`config.mk`:
```
export PLATFORM = sky130hd
export DESIGN_NAME = sum_dispatch_flat
export DESIGN_NICKNAME = d
export VERILOG_FILES = /design/src/rtl/sum_dispatch_if.sv /design/src/rtl/sum_dispatch.sv /design/src/flat_wrapper.sv
export SDC_FILE = /design/constraint.sdc
export NUM_CORES = 1
export LEC_CHECK = 0
export BUFFER_PORTS_ARGS = -buffer_cell sky130_fd_sc_hd__buf_2
export CAP_MARGIN = 20
export CORE_MARGIN = 8
export CORE_UTILIZATION = 49
export CTS_BUF_LIST = sky130_fd_sc_hd__clkbuf_16
export CTS_CLUSTER_DIAMETER = 60
export CTS_CLUSTER_SIZE = 40
export DETAILED_ROUTE_END_ITERATION = 6
export PLACE_DENSITY = 0.76
export SLEW_MARGIN = 20
export SYNTH_ARGS = -nofsm -noshare
export SYNTH_HDL_FRONTEND = slang
export SYNTH_SLANG_ARGS = --single-unit
```
`constraint.sdc`:
```
create_clock -name clock -period 3.35 [get_ports clock]
set_clock_uncertainty 0.1 [all_clocks]
set_input_delay 0.335 -clock clock [delete_from_list [all_inputs] [get_ports clock]]
set_output_delay 0.335 -clock clock [all_outputs]
set_load 0.005 [all_outputs]
```
`src/rtl/sum_dispatch_if.sv`:
```
// Request, response and dual-adder operand/return signals for sum_dispatch.
// Pure wiring: no latency of its own.
// Backpressure rides on in_ready (request side) and out_ready (result side).
// Optional out_carry member exists only when SUM_DISPATCH_CARRY_EN is defined.
interface sum_dispatch_if;
  logic       in_valid;
  logic       in_ready;
  logic [7:0] in_a;
  logic [7:0] in_b;
  logic       in_sel;

  logic [7:0] sum_a_a1;
  logic [7:0] sum_a_a2;
  logic [7:0] sum_a_ret;
  logic [7:0] sum_b_b1;
  logic [7:0] sum_b_b2;
  logic [7:0] sum_b_ret;

  logic       out_valid;
  logic       out_ready;
  logic [7:0] out_data;
  logic       out_sel;
`ifdef SUM_DISPATCH_CARRY_EN
  logic       out_carry;
`endif

  // master: the dispatcher itself; slave: producer, adder and consumer around it
  modport master (
    input  in_valid, in_a, in_b, in_sel, sum_a_ret, sum_b_ret, out_ready,
    output in_ready, sum_a_a1, sum_a_a2, sum_b_b1, sum_b_b2,
           out_valid, out_data, out_sel
`ifdef SUM_DISPATCH_CARRY_EN
           , out_carry
`endif
  );

  modport slave (
    output in_valid, in_a, in_b, in_sel, sum_a_ret, sum_b_ret, out_ready,
    input  in_ready, sum_a_a1, sum_a_a2, sum_b_b1, sum_b_b2,
           out_valid, out_data, out_sel
`ifdef SUM_DISPATCH_CARRY_EN
           , out_carry
`endif
  );
endinterface

```
`src/rtl/sum_dispatch.sv`:
```
// Feeds queued operand pairs to a dual 8-bit adder and registers the returned sum.
// Latency: push at edge N -> out_valid after edge N+1; one result per cycle sustained.
// Backpressure: in_ready = !full; issue stalls while out_valid && !out_ready.
// Optional out_carry (add overflow flag) is built when SUM_DISPATCH_CARRY_EN is defined.
module sum_dispatch #(
  parameter int DEPTH = 4,
  parameter int CNT_W = 16
) (
  input  logic             clock,
  input  logic             reset,
  input  logic             flush,
  sum_dispatch_if.master   bus,
  output logic [CNT_W-1:0] ops_done,
  output logic             busy
);

  localparam int AW = (DEPTH > 1) ? $clog2(DEPTH) : 1;
  localparam logic [AW:0] FULL_CNT = (AW+1)'(DEPTH);

  typedef struct packed {
    logic [7:0] a;
    logic [7:0] b;
    logic       sel;
  } req_t;

  typedef enum logic [1:0] {IDLE, RUN, STALL} state_t;

  req_t         mem [DEPTH];
  logic [AW-1:0] wr_ptr, rd_ptr;
  logic [AW:0]   count, count_nxt;
  req_t          head;
  logic          fifo_nonempty, full, issue, push;
  logic [7:0]    ret_sel;
  logic          out_valid_q, out_valid_nxt, out_sel_q;
  logic [7:0]    out_data_q;
  state_t        state, state_nxt;

  // Head-of-queue decode and the issue/push qualifiers
  always_comb begin
    head          = mem[rd_ptr];
    fifo_nonempty = (count != '0);
    full          = (count == FULL_CNT);
    issue         = fifo_nonempty && (!out_valid_q || bus.out_ready) && !flush;
    push          = bus.in_valid && !full && !flush;
    ret_sel       = head.sel ? bus.sum_b_ret : bus.sum_a_ret;
  end

  // Only the selected adder port sees operands, and only on an issue cycle
  assign bus.sum_a_a1 = (issue && !head.sel) ? head.a : 8'd0;
  assign bus.sum_a_a2 = (issue && !head.sel) ? head.b : 8'd0;
  assign bus.sum_b_b1 = (issue &&  head.sel) ? head.a : 8'd0;
  assign bus.sum_b_b2 = (issue &&  head.sel) ? head.b : 8'd0;

  assign bus.in_ready  = !full;
  assign bus.out_valid = out_valid_q;
  assign bus.out_data  = out_data_q;
  assign bus.out_sel   = out_sel_q;
  assign busy          = (state != IDLE);

  // Next FIFO occupancy and output-valid; flush empties the queue and drops any push
  always_comb begin
    count_nxt = count;
    unique case ({push, issue})
      2'b10:   count_nxt = count + 1'b1;
      2'b01:   count_nxt = count - 1'b1;
      default: count_nxt = count;
    endcase
    if (flush) count_nxt = '0;

    out_valid_nxt = out_valid_q;
    if (issue)                          out_valid_nxt = 1'b1;
    else if (out_valid_q && bus.out_ready) out_valid_nxt = 1'b0;
  end

  // Next state derived from what the queue and output register will hold after this edge
  always_comb begin
    state_nxt = RUN;
    if (count_nxt == '0 && !out_valid_nxt)
      state_nxt = IDLE;
    else if (out_valid_nxt && !bus.out_ready && count_nxt != '0)
      state_nxt = STALL;
  end

  // Request storage; pointers alone define validity so entries need no reset
  always_ff @(posedge clock) begin
    if (!reset && push) mem[wr_ptr] <= '{a: bus.in_a, b: bus.in_b, sel: bus.in_sel};
  end

  // Queue pointers, output register, completion counter and state
  always_ff @(posedge clock) begin
    if (reset) begin
      wr_ptr      <= '0;
      rd_ptr      <= '0;
      count       <= '0;
      out_valid_q <= 1'b0;
      out_data_q  <= 8'd0;
      out_sel_q   <= 1'b0;
      ops_done    <= '0;
      state       <= IDLE;
    end else begin
      count       <= count_nxt;
      out_valid_q <= out_valid_nxt;
      state       <= state_nxt;
      if (flush) begin
        wr_ptr <= '0;
        rd_ptr <= '0;
      end else begin
        if (push)  wr_ptr <= wr_ptr + 1'b1;
        if (issue) rd_ptr <= rd_ptr + 1'b1;
      end
      if (issue) begin
        out_data_q <= ret_sel;
        out_sel_q  <= head.sel;
        ops_done   <= ops_done + 1'b1;
      end
    end
  end

`ifdef SUM_DISPATCH_CARRY_EN
  logic out_carry_q;
  assign bus.out_carry = out_carry_q;

  // A wrapped 8-bit sum is smaller than its first operand exactly when the add overflowed
  always_ff @(posedge clock) begin
    if (reset)      out_carry_q <= 1'b0;
    else if (issue) out_carry_q <= (ret_sel < head.a);
  end
`endif

endmodule

```
`src/flat_wrapper.sv`:
```
// flat-port wrapper written by rule: the top's interface ports become plain ports
module sum_dispatch_flat 
#(
  parameter int DEPTH = 4,
  parameter int CNT_W = 16
)
  (clock, reset, flush, ops_done, busy, bus_in_valid, bus_in_a, bus_in_b, bus_in_sel, bus_sum_a_ret, bus_sum_b_ret, bus_out_ready, bus_in_ready, bus_sum_a_a1, bus_sum_a_a2, bus_sum_b_b1, bus_sum_b_b2, bus_out_valid, bus_out_data, bus_out_sel);
  sum_dispatch_if bus_i ();
  input  logic clock;
  input  logic reset;
  input  logic flush;
  output logic [CNT_W-1:0] ops_done;
  output logic busy;
  input wire logic [$bits(bus_i.in_valid)-1:0] bus_in_valid;
  input wire logic [$bits(bus_i.in_a)-1:0] bus_in_a;
  input wire logic [$bits(bus_i.in_b)-1:0] bus_in_b;
  input wire logic [$bits(bus_i.in_sel)-1:0] bus_in_sel;
  input wire logic [$bits(bus_i.sum_a_ret)-1:0] bus_sum_a_ret;
  input wire logic [$bits(bus_i.sum_b_ret)-1:0] bus_sum_b_ret;
  input wire logic [$bits(bus_i.out_ready)-1:0] bus_out_ready;
  output wire logic [$bits(bus_i.in_ready)-1:0] bus_in_ready;
  output wire logic [$bits(bus_i.sum_a_a1)-1:0] bus_sum_a_a1;
  output wire logic [$bits(bus_i.sum_a_a2)-1:0] bus_sum_a_a2;
  output wire logic [$bits(bus_i.sum_b_b1)-1:0] bus_sum_b_b1;
  output wire logic [$bits(bus_i.sum_b_b2)-1:0] bus_sum_b_b2;
  output wire logic [$bits(bus_i.out_valid)-1:0] bus_out_valid;
  output wire logic [$bits(bus_i.out_data)-1:0] bus_out_data;
  output wire logic [$bits(bus_i.out_sel)-1:0] bus_out_sel;
  assign bus_i.in_valid = bus_in_valid;
  assign bus_i.in_a = bus_in_a;
  assign bus_i.in_b = bus_in_b;
  assign bus_i.in_sel = bus_in_sel;
  assign bus_i.sum_a_ret = bus_sum_a_ret;
  assign bus_i.sum_b_ret = bus_sum_b_ret;
  assign bus_i.out_ready = bus_out_ready;
  assign bus_in_ready = bus_i.in_ready;
  assign bus_sum_a_a1 = bus_i.sum_a_a1;
  assign bus_sum_a_a2 = bus_i.sum_a_a2;
  assign bus_sum_b_b1 = bus_i.sum_b_b1;
  assign bus_sum_b_b2 = bus_i.sum_b_b2;
  assign bus_out_valid = bus_i.out_valid;
  assign bus_out_data = bus_i.out_data;
  assign bus_out_sel = bus_i.out_sel;
  sum_dispatch #(.DEPTH(DEPTH), .CNT_W(CNT_W)) u_core (.clock(clock), .reset(reset), .flush(flush), .bus(bus_i), .ops_done(ops_done), .busy(busy));
endmodule
```
==> impl_metrics.tcl <==
set metrics [dict create \
    synth_cells 323 \
    final-seq-area_mm2 0.00278 \
    fin_ws_ns 0.253 \
    ir_worst_vdd_mv 0.286 \
    multi_input_area_mm2 0.00155 \
    area_delta_synth_final_pct 19.4 \
    synth_seq_cells 105 \
    cp.required_ns 3.48 \
    cts_tree "built" \
    ys_types 44 \
    antenna_found_initial 0 \
    tns_ns 0 \
    slew_viol_final 0 \
    critPathSlowestCell "or3_2" \
    cts_root_buf "clkbuf_16" \
    dieArea_mm2 0.0124 \
    setup_viol 0 \
    vias 2878 \
    worst_pin_slew_ns 0.640 \
    crit_path_max_incr_delay_ns 0.55 \
    crit_chain "or3_2 -> nand3_1 -> inv_1 -> ha_1 -> fa_1 -> xnor2_1 -> mux2_2 -> or2_2 -> a22o_1" \
    final_hold_viol_count 0 \
    worst-setup-path-type "reg2reg" \
    htreeDepth 3 \
    avgViaCountPerCell 5.40 \
    layout.nets 466 \
    min_path_cells 1 \
    clock-sinks 105 \
    netlist_area_mm2 0.00445 \
    cts.repair.resized 0 \
    nFillCells 696 \
    wire_per_inst_um 17.5 \
    relSlewSlack_pct 57.2 \
    cp_max_fo 7 \
    hp-class "in2reg" \
    path_depth 9 \
    io_buffers 97 \
    status "finished clean" \
    ys_seq_area_share_pct 62.6 \
    numCtsBuffers 9 \
    clk_latency_ns 0.34 \
    min_period_ns 3.10 \
    p_leak_nw 2.06 \
    post-place-ws_ns 0.256 \
    post-cts-setup-buffers 0 \
    initial_utilization_pct 50.7 \
    r2r_setup_slack_ns 0.25 \
    hold_buffers 0 \
    clk_pin_slew_ns 0.07 \
    drive_gt1_share_pct 34.6 \
    routed_wl_mm 9.33 \
    grt_max_degree 31 \
    dr.pass1.iters 4 \
    worstPathArrival_ns 3.23 \
    avgSynthCellArea_um2 13.8 \
    grt.total_usage_pct 14.7 \
    drt_iter0_drc 163 \
    endpoint_kind "flip-flop" \
    coreArea_mm2 0.00876 \
    grt_overflow 0 \
    maxCapViolCount 0 \
    rows 34 \
    syn_nets 368 \
    path_buf_inv 1 \
    layout_commonest_cell "buf_2" \
    ys_warn_count 0 \
    synth_edf_count 68 \
    synth_flop_cell "edfxtp_1" \
    critPathTopFamily "simple AND/OR/NAND/NOR gates" \
    hold_slack_ns 0.106 \
    finalCritPeriodShare_pct 92.4 \
    grt_pass1_wl_mm 14.6 \
    die_h_um 111 \
    power_density_mw_per_mm2 472 \
    power_mw 2.51 \
    gp_congestion 0.771 \
    rsz0062_at_grt "no" \
    grt_pass1_vias 2826 \
    fp.dieW_um 111 \
    async_flop_share_pct 0 \
    final_cell_mix "97 x buf_2, 68 x edfxtp_1, 37 x dfxtp_1" \
    dp_hpwl_mm 6.41 \
    reg2regPathDepth 9 \
    insertedDiodeCount 0 \
    max_freq_mhz 323 \
    ant_nets 0 \
    clock_path_buffers 2 \
    io-pin-count 98 \
    drc 0 \
    start_kind "flip-flop" \
]
==> cell type report <==
type                    instances  share of cell area [%]
clock buffers                   9                    4.24
clock inverters                 6                   0.943
inverters                       8                   0.566
multi-input cells             193                    29.2
flip-flops and latches        105                    52.4
well taps                     108                    2.54
repair buffers                104                    10.1
==> cell usage after synthesis, types with 2 or more instances <==
| master | n | share of area [%] |
|---|---|---|
| edfxtp_1 | 68 | 46 |
| dfxtp_1 | 37 | 17 |
| and2_1 | 36 | 5.1 |
| nor2_1 | 23 | 1.9 |
| mux4_2 | 17 | 8.6 |
| a21oi_1 | 15 | 1.7 |
| clkbuf_1 | 10 | 0.84 |
| a211oi_1 | 9 | 1.5 |
| mux2i_1 | 9 | 2.0 |
| nand2_1 | 9 | 0.76 |
| inv_1 | 8 | 0.68 |
| ha_1 | 6 | 1.7 |
| nand3_1 | 6 | 0.68 |
| nor2b_1 | 6 | 0.84 |
| o21ai_0 | 6 | 0.68 |
| o31ai_1 | 6 | 1.0 |
| or4_1 | 6 | 1.0 |
| or3_1 | 5 | 0.70 |
| xnor2_1 | 4 | 0.79 |
| buf_2 | 3 | 0.34 |
| mux2_2 | 3 | 0.76 |
| nand4_1 | 3 | 0.42 |
| or2_2 | 3 | 0.42 |
| xor2_1 | 3 | 0.59 |
| and4_1 | 2 | 0.39 |
| buf_4 | 2 | 0.34 |
==> sequential cells by signal, summed over array words and instances, names as in the netlist, 2 cells and up, named ones only <==
signal / flops
u_core.bus.out_data: 8
u_core.rd_ptr: 2
u_core.ops_done: 16
u_core.mem: 68
u_core.wr_ptr: 2
u_core.count: 3
u_core.state: 2
==> final timing paths <==
path                  startpoint             endpoint
max              u_core.count[0]      u_core.state[0]
min                  bus_in_a[2]    u_core.mem[3][11]
max reg2reg      u_core.count[0]      u_core.state[0]
min reg2reg  u_core.ops_done[15]  u_core.ops_done[15]
==> per-stage QoR <==
step	util [%]	area [um^2]	std cells
finish	60.6	5310	533
global route	60.6	5310	533
CTS	60.6	5310	533
detailed placement	57.5	5030	518
global placement	57.5	5030	518
floorplan	-	4450	323
==> routing by layer <==
metal  vias up  share of wire, %  wire length (um)  track usage, %
met5         -                 0                 0               0
met4         0               1.1               102            5.24
met3        10               7.3               682            4.65
met2        85                51              4780            24.7
met1      1386                40              3770            17.1
li1       1397                 -                 -               -
==> report_power, final <==
part	switching (mW)	internal (mW)
clock network	0.473	0.512
registers	0.00786	1.39
logic	0.0661	0.0569
==> worst reg2reg max path, cell delays in order (launching register included) <==
cell	delay, ns
dfxtp_1	0.39
or3_2	0.55
nand3_1	0.19
inv_1	0.09
ha_1	0.22
fa_1	0.38
xnor2_1	0.23
mux2_2	0.37
or2_2	0.29
a22o_1	0.19
==> cells by family (layout without fill, tap and decap cells) <==
group,Yosys count,count (layout),share of synthesized area (%)
simple gates,111,111,14.5
flops,105,105,62.6
compound gates,39,39,5.46
mux,29,29,11.4
buf+inv,25,127,2.56
fa+ha+maj,7,7,2.14
xor+xnor,7,7,1.38
Power figures use the tool's default switching activity.
